File: config.mk
export PLATFORM = sky130hd
export DESIGN_NAME = demux_scan_ctrl
export DESIGN_NICKNAME = d
export VERILOG_FILES = /design/src/rtl/demux_scan_pkg.sv /design/src/rtl/demux_scan_ctrl_demux.sv /design/src/rtl/demux_scan_ctrl.sv
export SDC_FILE = /design/constraint.sdc
export NUM_CORES = 1
export LEC_CHECK = 0
export ABC_AREA = 0
export BUFFER_PORTS_ARGS = -buffer_cell sky130_fd_sc_hd__buf_2
export CORE_MARGIN = 2
export CORE_UTILIZATION = 48
export DETAILED_ROUTE_END_ITERATION = 12
export PLACE_DENSITY = 0.78
export SYNTH_ARGS = -nofsm -noshare
export SYNTH_HDL_FRONTEND = slang
export SYNTH_SLANG_ARGS = --single-unit
File: constraint.sdc
create_clock -name clk -period 2.38 [get_ports clk]
set_input_delay 0.357 -clock clk [delete_from_list [all_inputs] [get_ports clk]]
set_output_delay 0.357 -clock clk [all_outputs]
set_load 0.05 [all_outputs]
File: src/rtl/demux_scan_pkg.sv
// Shared constants, state encoding and length saturation for the demux scan controller.
package demux_scan_pkg;

  localparam int LANES = 64;
  localparam int SEL_W = 6;
  localparam int LEN_W = 7;

  typedef enum logic [1:0] {IDLE, RUN, GAP} scan_state_t;

  // Lengths above the lane count collapse to one full sweep.
  function automatic logic [LEN_W-1:0] sat_len(input logic [LEN_W-1:0] len);
    return (len > LEN_W'(LANES)) ? LEN_W'(LANES) : len;
  endfunction

endpackage

File: src/rtl/demux_scan_ctrl_demux.sv
// Combinational 1-to-64 demultiplexer: routes din onto lane sel when enabled.
module demux_1x64 (
  input  logic                              en_i,
  input  logic                              din_i,
  input  logic [demux_scan_pkg::SEL_W-1:0]  sel_i,
  output logic [demux_scan_pkg::LANES-1:0]  y_o
);

  always_comb begin
    y_o        = '0;
    y_o[sel_i] = din_i & en_i;
  end

endmodule

File: src/rtl/demux_scan_ctrl.sv
// Command-driven lane sequencer for the 64-lane demux bank (one registered strobe per step).
// Optional DEMUX_SCAN_REVERSE_EN adds cmd_dir to walk lanes downward.
module demux_scan_ctrl #(
  parameter int GAP = 0
) (
  input  logic                              clk,
  input  logic                              rst_n,
  input  logic                              cmd_valid,
  output logic                              cmd_ready,
  input  logic [demux_scan_pkg::SEL_W-1:0]  cmd_start,
  input  logic [demux_scan_pkg::LEN_W-1:0]  cmd_len,
  input  logic                              cmd_din,
`ifdef DEMUX_SCAN_REVERSE_EN
  input  logic                              cmd_dir,
`endif
  input  logic                              abort,
  output logic [demux_scan_pkg::SEL_W-1:0]  sel,
  output logic [demux_scan_pkg::LANES-1:0]  y,
  output logic                              busy,
  output logic                              done
);

  import demux_scan_pkg::*;

  localparam logic [3:0] GAP_LOAD = 4'((GAP > 0) ? GAP - 1 : 0);

  scan_state_t       state_q, state_d;
  logic [SEL_W-1:0]  sel_q, sel_d, sel_step;
  logic [LEN_W-1:0]  rem_q, rem_d, len_sat;
  logic [3:0]        gcnt_q, gcnt_d;
  logic              din_q, din_d;
  logic              done_q, done_d;
  logic [LANES-1:0]  y_q, y_d;
  logic              strobe_en;
  logic              accept;

`ifdef DEMUX_SCAN_REVERSE_EN
  logic              dir_q, dir_d;
  assign sel_step = dir_q ? sel_q - SEL_W'(1) : sel_q + SEL_W'(1);
`else
  assign sel_step = sel_q + SEL_W'(1);
`endif

  assign cmd_ready = (state_q == IDLE) && !abort;
  assign accept    = cmd_valid && cmd_ready;
  assign len_sat   = sat_len(cmd_len);

  always_comb begin
    state_d = state_q;
    sel_d   = sel_q;
    rem_d   = rem_q;
    gcnt_d  = gcnt_q;
    din_d   = din_q;
    done_d  = 1'b0;
`ifdef DEMUX_SCAN_REVERSE_EN
    dir_d   = dir_q;
`endif
    case (state_q)
      IDLE: begin
        if (accept) begin
          sel_d = cmd_start;
          din_d = cmd_din;
          rem_d = len_sat;
`ifdef DEMUX_SCAN_REVERSE_EN
          dir_d = cmd_dir;
`endif
          if (len_sat == '0) done_d  = 1'b1;
          else               state_d = RUN;
        end
      end
      RUN: begin
        if (abort) begin
          state_d = IDLE;
        end else begin
          sel_d = sel_step;
          rem_d = rem_q - LEN_W'(1);
          if (rem_q == LEN_W'(1)) begin
            state_d = IDLE;
            done_d  = 1'b1;
          end else if (GAP > 0) begin
            state_d = demux_scan_pkg::GAP;
            gcnt_d  = GAP_LOAD;
          end
        end
      end
      demux_scan_pkg::GAP: begin
        if (abort)               state_d = IDLE;
        else if (gcnt_q == 4'd0) state_d = RUN;
        else                     gcnt_d  = gcnt_q - 4'd1;
      end
      default: state_d = IDLE;
    endcase
  end

  // The strobe is decoded from the values being latched so it lands in the same cycle as sel.
  assign strobe_en = (state_d == RUN);

  demux_1x64 u_demux (
    .en_i  (strobe_en),
    .din_i (din_d),
    .sel_i (sel_d),
    .y_o   (y_d)
  );

  always_ff @(posedge clk or negedge rst_n) begin
    if (!rst_n) begin
      state_q <= IDLE;
      sel_q   <= '0;
      rem_q   <= '0;
      gcnt_q  <= '0;
      din_q   <= 1'b0;
      done_q  <= 1'b0;
      y_q     <= '0;
`ifdef DEMUX_SCAN_REVERSE_EN
      dir_q   <= 1'b0;
`endif
    end else begin
      state_q <= state_d;
      sel_q   <= sel_d;
      rem_q   <= rem_d;
      gcnt_q  <= gcnt_d;
      din_q   <= din_d;
      done_q  <= done_d;
      y_q     <= y_d;
`ifdef DEMUX_SCAN_REVERSE_EN
      dir_q   <= dir_d;
`endif
    end
  end

  assign sel  = sel_q;
  assign y    = y_q;
  assign busy = (state_q != IDLE);
  assign done = done_q;

endmodule

==> impl_metrics.ini, run 1 <==
[status]
status = finished with violations
violations = negative hold slack

[clocking]
clock_latency_ps = 350
postCtsSetupBuffers = 0
clk_pin_slew_ps = 90
root_buffer = clkbuf_8
h-tree-depth = 3
cts_inserted_buffers = 9
cts_tree = yes
cts.sinks = 85
cts_hold_buf = 0
clockBufferDepth = 2

[critical_path]
critPathSlowestCell = or4b_1
worstPathRequired_ps = 2610
arrival_ps = 2520
critPathMaxFanout = 12
startpoint_type = flop
crit_type = flop to flop
end_kind = flop
critPathMaxStageDelay_ps = 550
worstPathCellList = or4b_1, o211ai_1, nand3_2, or3_1, buf_4, nor4_2

[timing]
setup_slack_ps = 89.1
worst_hold_slack_ps = -11.9
rsz0062_at_grt = no
max_freq_mhz = 437
post-route-min-period_ps = 2290
setup_viol = 0
fin_worst_skew_ps = 12.3
worst_pin_slew_ps = 900
slew_headroom_pct = 39.9
slew_viol_final = 0
hold_viol_final = 13
fin_crit_sh_pct = 96.3

[placed_design]
place_hpwl_mm = 5.80
post-place-ws_ps = -6.67
io_buffers = 90
place.gp.congestion = 0.915
dp_cells = 501

[cells_and_area]
layout.nets = 435
layout-drive-gt1-share_pct = 39.0
fin_cells = 517
fill_cells = 588
area_delta_synth_final_pct = 28.0
final_cell_mix = 89 x buf_2, 85 x dfrtp_1, 48 x nor4_1
final_common_cell = buf_2
finish.utilization_pct = 63.5
antenna_cells = 0

[floorplanning]
dieArea_um2 = 8250
top_level_ports = 91
die-height_um = 90.8
core_region_area_um2 = 7290
start_util_pct = 49.6
rows = 31
die_w_um = 90.8

[detailed_routing]
antenna_left = 0
wl_mm = 8.95
drtIter0Drc = 250
firstDrtPassIters = 5
drt-wirelength-per-cell_um = 17.3
drc = 0
via_count = 3003
avgViaCountPerCell = 5.81

[synthesis]
yosys-top-cells-area = dfrtp_1 59%, nor4_1 9.0%, nor4_2 4.5%
synth_warnings = 0
synth_nets = 334
async_reset_ff_share_pct = 100
yosysTopAreaCellShare_pct = 58.8
ys_seq_area_share_pct = 58.8
syn_area_per_cell_um2 = 11.6
synth_area_leader_cell = dfrtp_1
ys_ff_latch = 85
synth_edf_count = 0
synthDistinctLibCells = 53
ys.flop_type = dfrtp_1
syn-cell-area_um2 = 3620
syn-instance-count = 312

[power_and_ir_drop]
power_density_nw_per_um2 = 950
p_leak_uw = 0.00225
vdd_drop_max_v = 0.000476
total_power_uw = 4400

[run]
maxCapViolCount = 0

[global_routing]
track_usage_pct = 22.3
grt_first_pass_wirelength_mm = 14.6
grt_max_degree = 44
grt_overflow_total = 0
antenna_found_initial = 0
grt_pass1_vias = 2862

[worst_hold_path]
hp-class = input pin to asynchronous set/reset pin
## state kept, by name (all words and copies together) (netlist names)
register,cells
state_q,2
rem_q,7
sel,6
gcnt_q,4
y,64
din_q,1
done,1
## Yosys cell counts, types with 3 or more instances
| library cell | instances |
|---|---|
| buf_2 | 3 |
| nor2b_1 | 3 |
| dfrtp_1 | 85 |
| nor2_1 | 20 |
| a31oi_1 | 3 |
| mux2i_1 | 6 |
| o21ai_0 | 16 |
| nor4_2 | 13 |
| nand2_1 | 9 |
| nand3_1 | 4 |
| buf_6 | 5 |
| a21oi_1 | 7 |
| ha_1 | 4 |
| clkbuf_1 | 17 |
| nor4_1 | 52 |
| nand2b_1 | 3 |
| inv_1 | 14 |
| nand3_2 | 3 |
| nor3_1 | 5 |
## report_power, final
part           internal [uW]  leakage (uW)  switching (uW)  total, uW
registers               1540       0.00116             102       1640
logic                    486      0.000989            1140       1630
clock network            603      0.000108             526       1130
## repair_timing
action                     4_1_cts  5_1_grt
hold endpoints to repair         0        0
setup endpoints to repair        0       13
resized for setup                0        6
## cells by family after synthesis
kind of cell	share of synthesized area, %
adder cells (fa/ha/maj)	1.38
multiplexers	1.97
flip-flops	58.8
XOR/XNOR	0.484
buffers and inverters	5.60
AND/OR/NAND/NOR	24.2
AO/OA/AOI/OAI	7.57
## layer usage
layer  vias up  GRT usage, %  wire length [um]
met2       118          35.0              4490
met3        22          3.09               421
met5         -             0                 0
met1      1502          30.6              3790
met4         0          10.9               247
li1       1361             -                 -
## area by class of cell
cell class	instances	area, um2	share of cell area [%]
repair buffers	118	763	16.5
clock inverters	6	93.8	2.03
well taps	99	124	2.67
clock buffers	10	128	2.75
multi-input cells	185	1350	29.0
flip-flops and latches	85	2130	45.9
inverters	14	52.6	1.13
## worst max-delay path: cells and delay by family, from the launching register on
family                 cells  cell delay (ps)
AND/OR/NAND/NOR            4             1380
AO/OA/AOI/OAI              1              120
buffers and inverters      1              220
flip-flops                 1              450
## metrics by stage
stage	instance area, um2	TNS, ps
6_report	4630	0
5_1_grt	4630	0
4_1_cts	4590	0
3_5_place_dp	4370	-6.67
3_3_place_gp	4370	0
2_1_floorplan	3620	0
## path summary, 6_finish.rpt
path,start,to,slack (ps),cells past startpoint
min reg2reg,gcnt_q[3],gcnt_q[3],520,1
min,rst_n,done,-10,1
max in group asynchronous,rst_n,y[27],1780,2
min in group clk,cmd_len[4],rem_q[4],300,3
max reg2reg,state_q[0],y[18],90,6
max,state_q[0],y[18],90,6
(Power assumes the default switching activity.)
==> run 2, diff against run 1 <==
--- a/config.mk
+++ b/config.mk
@@ -10,7 +10,9 @@
 export CORE_MARGIN = 2
 export CORE_UTILIZATION = 48
 export DETAILED_ROUTE_END_ITERATION = 12
+export GPL_TIMING_DRIVEN = 0
 export PLACE_DENSITY = 0.78
+export REMOVE_ABC_BUFFERS = 1
 export SYNTH_ARGS = -nofsm -noshare
 export SYNTH_HDL_FRONTEND = slang
 export SYNTH_SLANG_ARGS = --single-unit
==> run 2 against run 1 <==
The run ends with negative setup slack left. Critical path depth fell by 1. Largest power group is now combinational logic. Routed wire length grew 34%. Count of clock-buffer cells in the layout unchanged. Critical path type unchanged. Critical endpoint is now y[52].
==> impl_metrics.ini, run 2 (same netlist as run 1, synthesis figures left out) <==
[status]
status = finished with violations
violations = negative setup slack

[cells_and_area]
fin_cells = 529
antenna_cells = 0
final_cell_mix = 89 x buf_2, 80 x dfrtp_1, 30 x nor4_2
final_common_cell = buf_2
layout.nets = 447
largest_reg_flops = 64
multi_input_comb_area_um2 = 1840
layout-drive-gt1-share_pct = 51.2
area_delta_synth_final_pct = 46.2
regArea_um2 = 2140
fill_cells = 470

[floorplanning]
die_w_um = 90.8
start_util_pct = 49.6
top_level_ports = 91
core_region_area_um2 = 7290
dieArea_um2 = 8250
die-height_um = 90.8
rows = 31

[timing]
setup_viol = 9
rsz0062_at_grt = yes
slew_headroom_pct = 54.5
fin_worst_skew_ps = 14.8
post-route-min-period_ps = 2480
tns_ps = -365
max_freq_mhz = 403
setup_slack_ps = -103
fin_crit_sh_pct = 104
slew_viol_final = 0
hold_viol_final = 0
worst_hold_slack_ps = 301
worst_pin_slew_ps = 680

[critical_path]
startpoint_type = flop
critPathMaxFanout = 16
worstPathRequired_ps = 2620
crit_start = state_q[0]
critPathSlowestCell = or3_4
arrival_ps = 2720
reg2reg_from = state_q[0]
crit_type = flop to flop
critPathMaxStageDelay_ps = 570
worstPathCellList = or4b_4, o211ai_1, nand3_2, or3_4, nor4_2
end_kind = flop

[power_and_ir_drop]
seqPwrFrac_pct = 31.7
clkPwrFrac_pct = 24.1
p_leak_uw = 0.00244
vdd_drop_max_v = 0.000468
p_int_uw = 2980
swShare_pct = 43.5
comb_power_share_pct = 44.2
power_density_nw_per_um2 = 997
p_sw_uw = 2290

[run]
maxCapViolCount = 0

[detailed_routing]
drtIter0Drc = 319
firstDrtPassIters = 5
drc = 0
wl_mm = 12.0
via_count = 3314
antenna_left = 0
drt-wirelength-per-cell_um = 22.7
avgViaCountPerCell = 6.26

[global_routing]
track_usage_pct = 24.9
grt_pass1_vias = 3015
grt_first_pass_wirelength_mm = 16.0
grt_overflow_total = 0
grt_max_degree = 61
antenna_found_initial = 0

[clocking]
clock_latency_ps = 360
clk_pin_slew_ps = 100
root_buffer = clkbuf_8
cts_inserted_buffers = 9
cts_tree = yes
cts.sinks = 85
clockBufferDepth = 2
h-tree-depth = 3

[placed_design]
io_buffers = 90
dp_cells = 475
place.gp.congestion = 0.831
place_hpwl_mm = 5.37

[worst_hold_path]
hp-class = input pin to flop
worst_hold_startpoint = cmd_len[5]
[run 2: cell types whose count changed in the layout (fill, tap and decap cells not counted), moves of 4 or more]
| cell | delta |
|---|---|
| nand3_4 | +4 |
| dfrtp_1 | -5 |
| nor4_2 | +13 |
| nand3b_4 | +4 |
| nor4_4 | +12 |
| buf_6 | +4 |
| nor4_1 | -25 |
[run 2: power groups by stage]
stage,Sequential [uW],Clock (uW),Combinational (uW)
4_1_cts,1660,1270,1870
3_5_place_dp,1690,0,1350
2_1_floorplan,1840,0,728
3_3_place_gp,1680,0,1240
6_report,1670,1270,2330
5_1_grt,1680,1340,2440
[run 2: layout make-up]
type,count,area share [%]
multi-input cells,189,34.7
repair inverters,2,0.284
inverters,14,1.14
well taps,99,2.34
clock inverters,6,2.25
flip-flops and latches,85,40.4
clock buffers,10,2.41
repair buffers,124,16.4
[run 2: stage by stage]
step                total power, uW  utilization [%]  area (um2)  setup slack [ps]
floorplan                      2570                -        3470             -1890
global placement               2920             55.4        4040             -3070
detailed placement             3050             56.5        4120             -1430
CTS                            4790             66.8        4870             -29.1
global route                   5470             72.5        5290              -135
finish                         5280             72.5        5290              -103
[run 2: what timing repair did]
item | 4_1_cts | 5_1_grt
resized for setup | 45 | 46
buffers inserted | 21 | 8
gates cloned | 4 | 4
hold endpoints to repair | 25 | 0
endpoints found under the setup margin | 68 | 64
pin swaps | 9 | 9
hold buffers | 1 | 0
[run 2: final timing paths]
check | to | slack (ps) | cells past startpoint
setup / recovery | y[52] | -100 | 5
hold / removal | rem_q[5] | 300 | 3
setup reg to reg | y[52] | -100 | 5
hold reg to reg | rem_q[5] | 520 | 2
max in group asynchronous | state_q[0] | 1310 | 3
min in group asynchronous | y[60] | 450 | 2
[run 2: metal layers]
metal / wire, um / vias up / GRT usage (%) / share of wire (%)
li1: - / 1394 / - / -
met1: 4460 / 1670 / 31.9 / 37
met4: 564 / 0 / 9.97 / 4.7
met3: 762 / 47 / 4.84 / 6.3
met2: 6240 / 203 / 41.9 / 52
met5: 0 / - / 0 / 0
[run 2: critical path, delay by kind of cell (launching register included)]
family,cells,cell delay [ps]
and+or+nand+nor,4,1680
AOI/OAI and AO/OA,1,150
DFF,1,530
==> run 3, diff against run 2 <==
--- a/config.mk
+++ b/config.mk
@@ -7,7 +7,7 @@
 export LEC_CHECK = 0
 export ABC_AREA = 0
 export BUFFER_PORTS_ARGS = -buffer_cell sky130_fd_sc_hd__buf_2
-export CORE_MARGIN = 2
+export CORE_MARGIN = 10
 export CORE_UTILIZATION = 48
 export DETAILED_ROUTE_END_ITERATION = 12
 export GPL_TIMING_DRIVEN = 0
==> run 3 against run 2 <==
The flow still finishes with violations (negative setup slack). Global-route usage down 8.0 points. Sequential power is essentially flat. Die area increased by 38%. Cell count decreased by 1.3%. Power shrank 7.5%. Hold slack got worse by 53 ps. Largest power group unchanged.
==> impl_metrics.ini, run 3 (same netlist as run 1, synthesis figures left out) <==
[clocking]
cts_inserted_buffers = 9
cts.sinks = 85
clock_latency_ps = 370
root_buffer = clkbuf_8
clockBufferDepth = 2
clk_pin_slew_ps = 100
cts_tree = yes
h-tree-depth = 3

[cells_and_area]
layout.nets = 440
finalInstanceArea_um2 = 5110
layout-drive-gt1-share_pct = 48.9
finish.utilization_pct = 70.1
final_common_cell = buf_2
area_delta_synth_final_pct = 41.3
final_cell_mix = 90 x buf_2, 82 x dfrtp_1, 29 x nor4_2
fill_cells = 516
largest_reg_flops = 64
antenna_cells = 0

[critical_path]
timing.rr.end = y[5]
regToRegSetupSlack_ps = -70
critPathMaxFanout = 13
critPathTopFamily = simple AND/OR/NAND/NOR gates
worstPathCellList = or4b_4, nor3_4, o31ai_4, a21oi_4, clkinvlp_4, buf_12, nor4_1
worstPathRequired_ps = 2630
ff2ff_path_depth = 7
crit_cells = 7
critPathMaxStageDelay_ps = 550
critPathSlowestCell = or4b_4
critical_path_buf_inv_count = 2
end_kind = flop
reg2reg_from = state_q[0]
arrival_ps = 2700
crit_start = state_q[0]
startpoint_type = flop
cp-endpoint = y[5]
crit_type = flop to flop

[worst_hold_path]
hp-class = input pin to flop

[placed_design]
place_hpwl_mm = 6.13
place.gp.congestion = 0.810
dpl_cell_area_um2 = 4120
post-place-ws_ps = -1350
io_buffers = 90

[status]
status = finished with violations
violations = negative setup slack

[floorplanning]
die_w_um = 107
dieArea_um2 = 11400
core_region_area_um2 = 7290
start_util_pct = 49.6
rows = 31
die-height_um = 107
top_level_ports = 91

[timing]
slew_headroom_pct = 49.2
fin_worst_skew_ps = 7.82
fin_crit_sh_pct = 103
slew_viol_final = 0
setup_slack_ps = -67.8
rsz0062_at_grt = yes
hold_viol_final = 0
worst_pin_slew_ps = 753
tns_ps = -182
setup_viol = 5
post-route-min-period_ps = 2450
max_freq_mhz = 409

[power_and_ir_drop]
vdd_drop_max_v = 0.000518
p_leak_uw = 0.00235
total_power_uw = 4880
power_density_nw_per_um2 = 954

[detailed_routing]
drt-wirelength-per-cell_um = 21.1
firstDrtPassIters = 4
antenna_left = 0
wl_mm = 11.0
via_count = 3046
drtIter0Drc = 204
avgViaCountPerCell = 5.84
drc = 0

[global_routing]
antenna_found_initial = 0
grt_overflow_total = 0
grt_max_degree = 59
grt_pass1_vias = 2912
grt_first_pass_wirelength_mm = 15.3
track_usage_pct = 16.9

[run]
maxCapViolCount = 0
[run 3: final cells by class]
| cell class | instances | area, um2 | area share [%] |
|---|---|---|---|
| Clock buffer | 10 | 138 | 2.69 |
| Tap cell | 99 | 124 | 2.42 |
| Inverter | 14 | 60.1 | 1.17 |
| Timing Repair inverter | 2 | 15.0 | 0.294 |
| Multi-Input combinational cell | 190 | 1800 | 35.3 |
| Sequential cell | 85 | 2140 | 41.8 |
| Clock inverter | 6 | 53.8 | 1.05 |
| Timing Repair Buffer | 116 | 783 | 15.3 |
[run 3: power breakdown]
part	switching [uW]	total, uW	internal [uW]
combinational	1530	2220	684
sequential	114	1660	1540
clock	578	1010	428
total	2220	4880	2660
[run 3: worst min path at each step]
stage               slack (ps)  cells after the start       end       start
floorplan                   60                      0     din_q       rst_n
global placement           490                      2     din_q       din_q
detailed placement         300                      1     y[56]       rst_n
CTS                        280                      3  rem_q[5]  cmd_len[5]
global route               250                      3     din_q     cmd_din
finish                     250                      3     din_q     cmd_din
[run 3: per-layer routing]
layer  up-vias  routed length (um)  track usage (%)
met5         -                   0                0
met4         0                 317             7.83
met3        22                 592             4.01
met2        96                5670             29.0
met1      1546                4440             19.6
li1       1382                   -                -
[run 3: worst register-to-register path, delay by kind of cell, from the launching register on]
kind,cells,cell delay (ps)
flops,1,520
simple gates,3,1100
buf+inv,2,340
compound gates,2,360
[run 3: through the flow]
| stage | hold WS [ps] | instances |
|---|---|---|
| floorplan | 61.4 | 284 |
| global placement | 486 | 473 |
| detailed placement | 297 | 475 |
| CTS | 281 | 508 |
| global route | 251 | 522 |
| finish | 248 | 522 |
[run 3: timing repair]
action,4_1_cts,5_1_grt
endpoints found under the setup margin,67,64
pin swaps,1,6
hold endpoints to repair,27,0
resized for setup,26,58
setup buffers,13,9
hold buffers,1,0
cloned,3,5
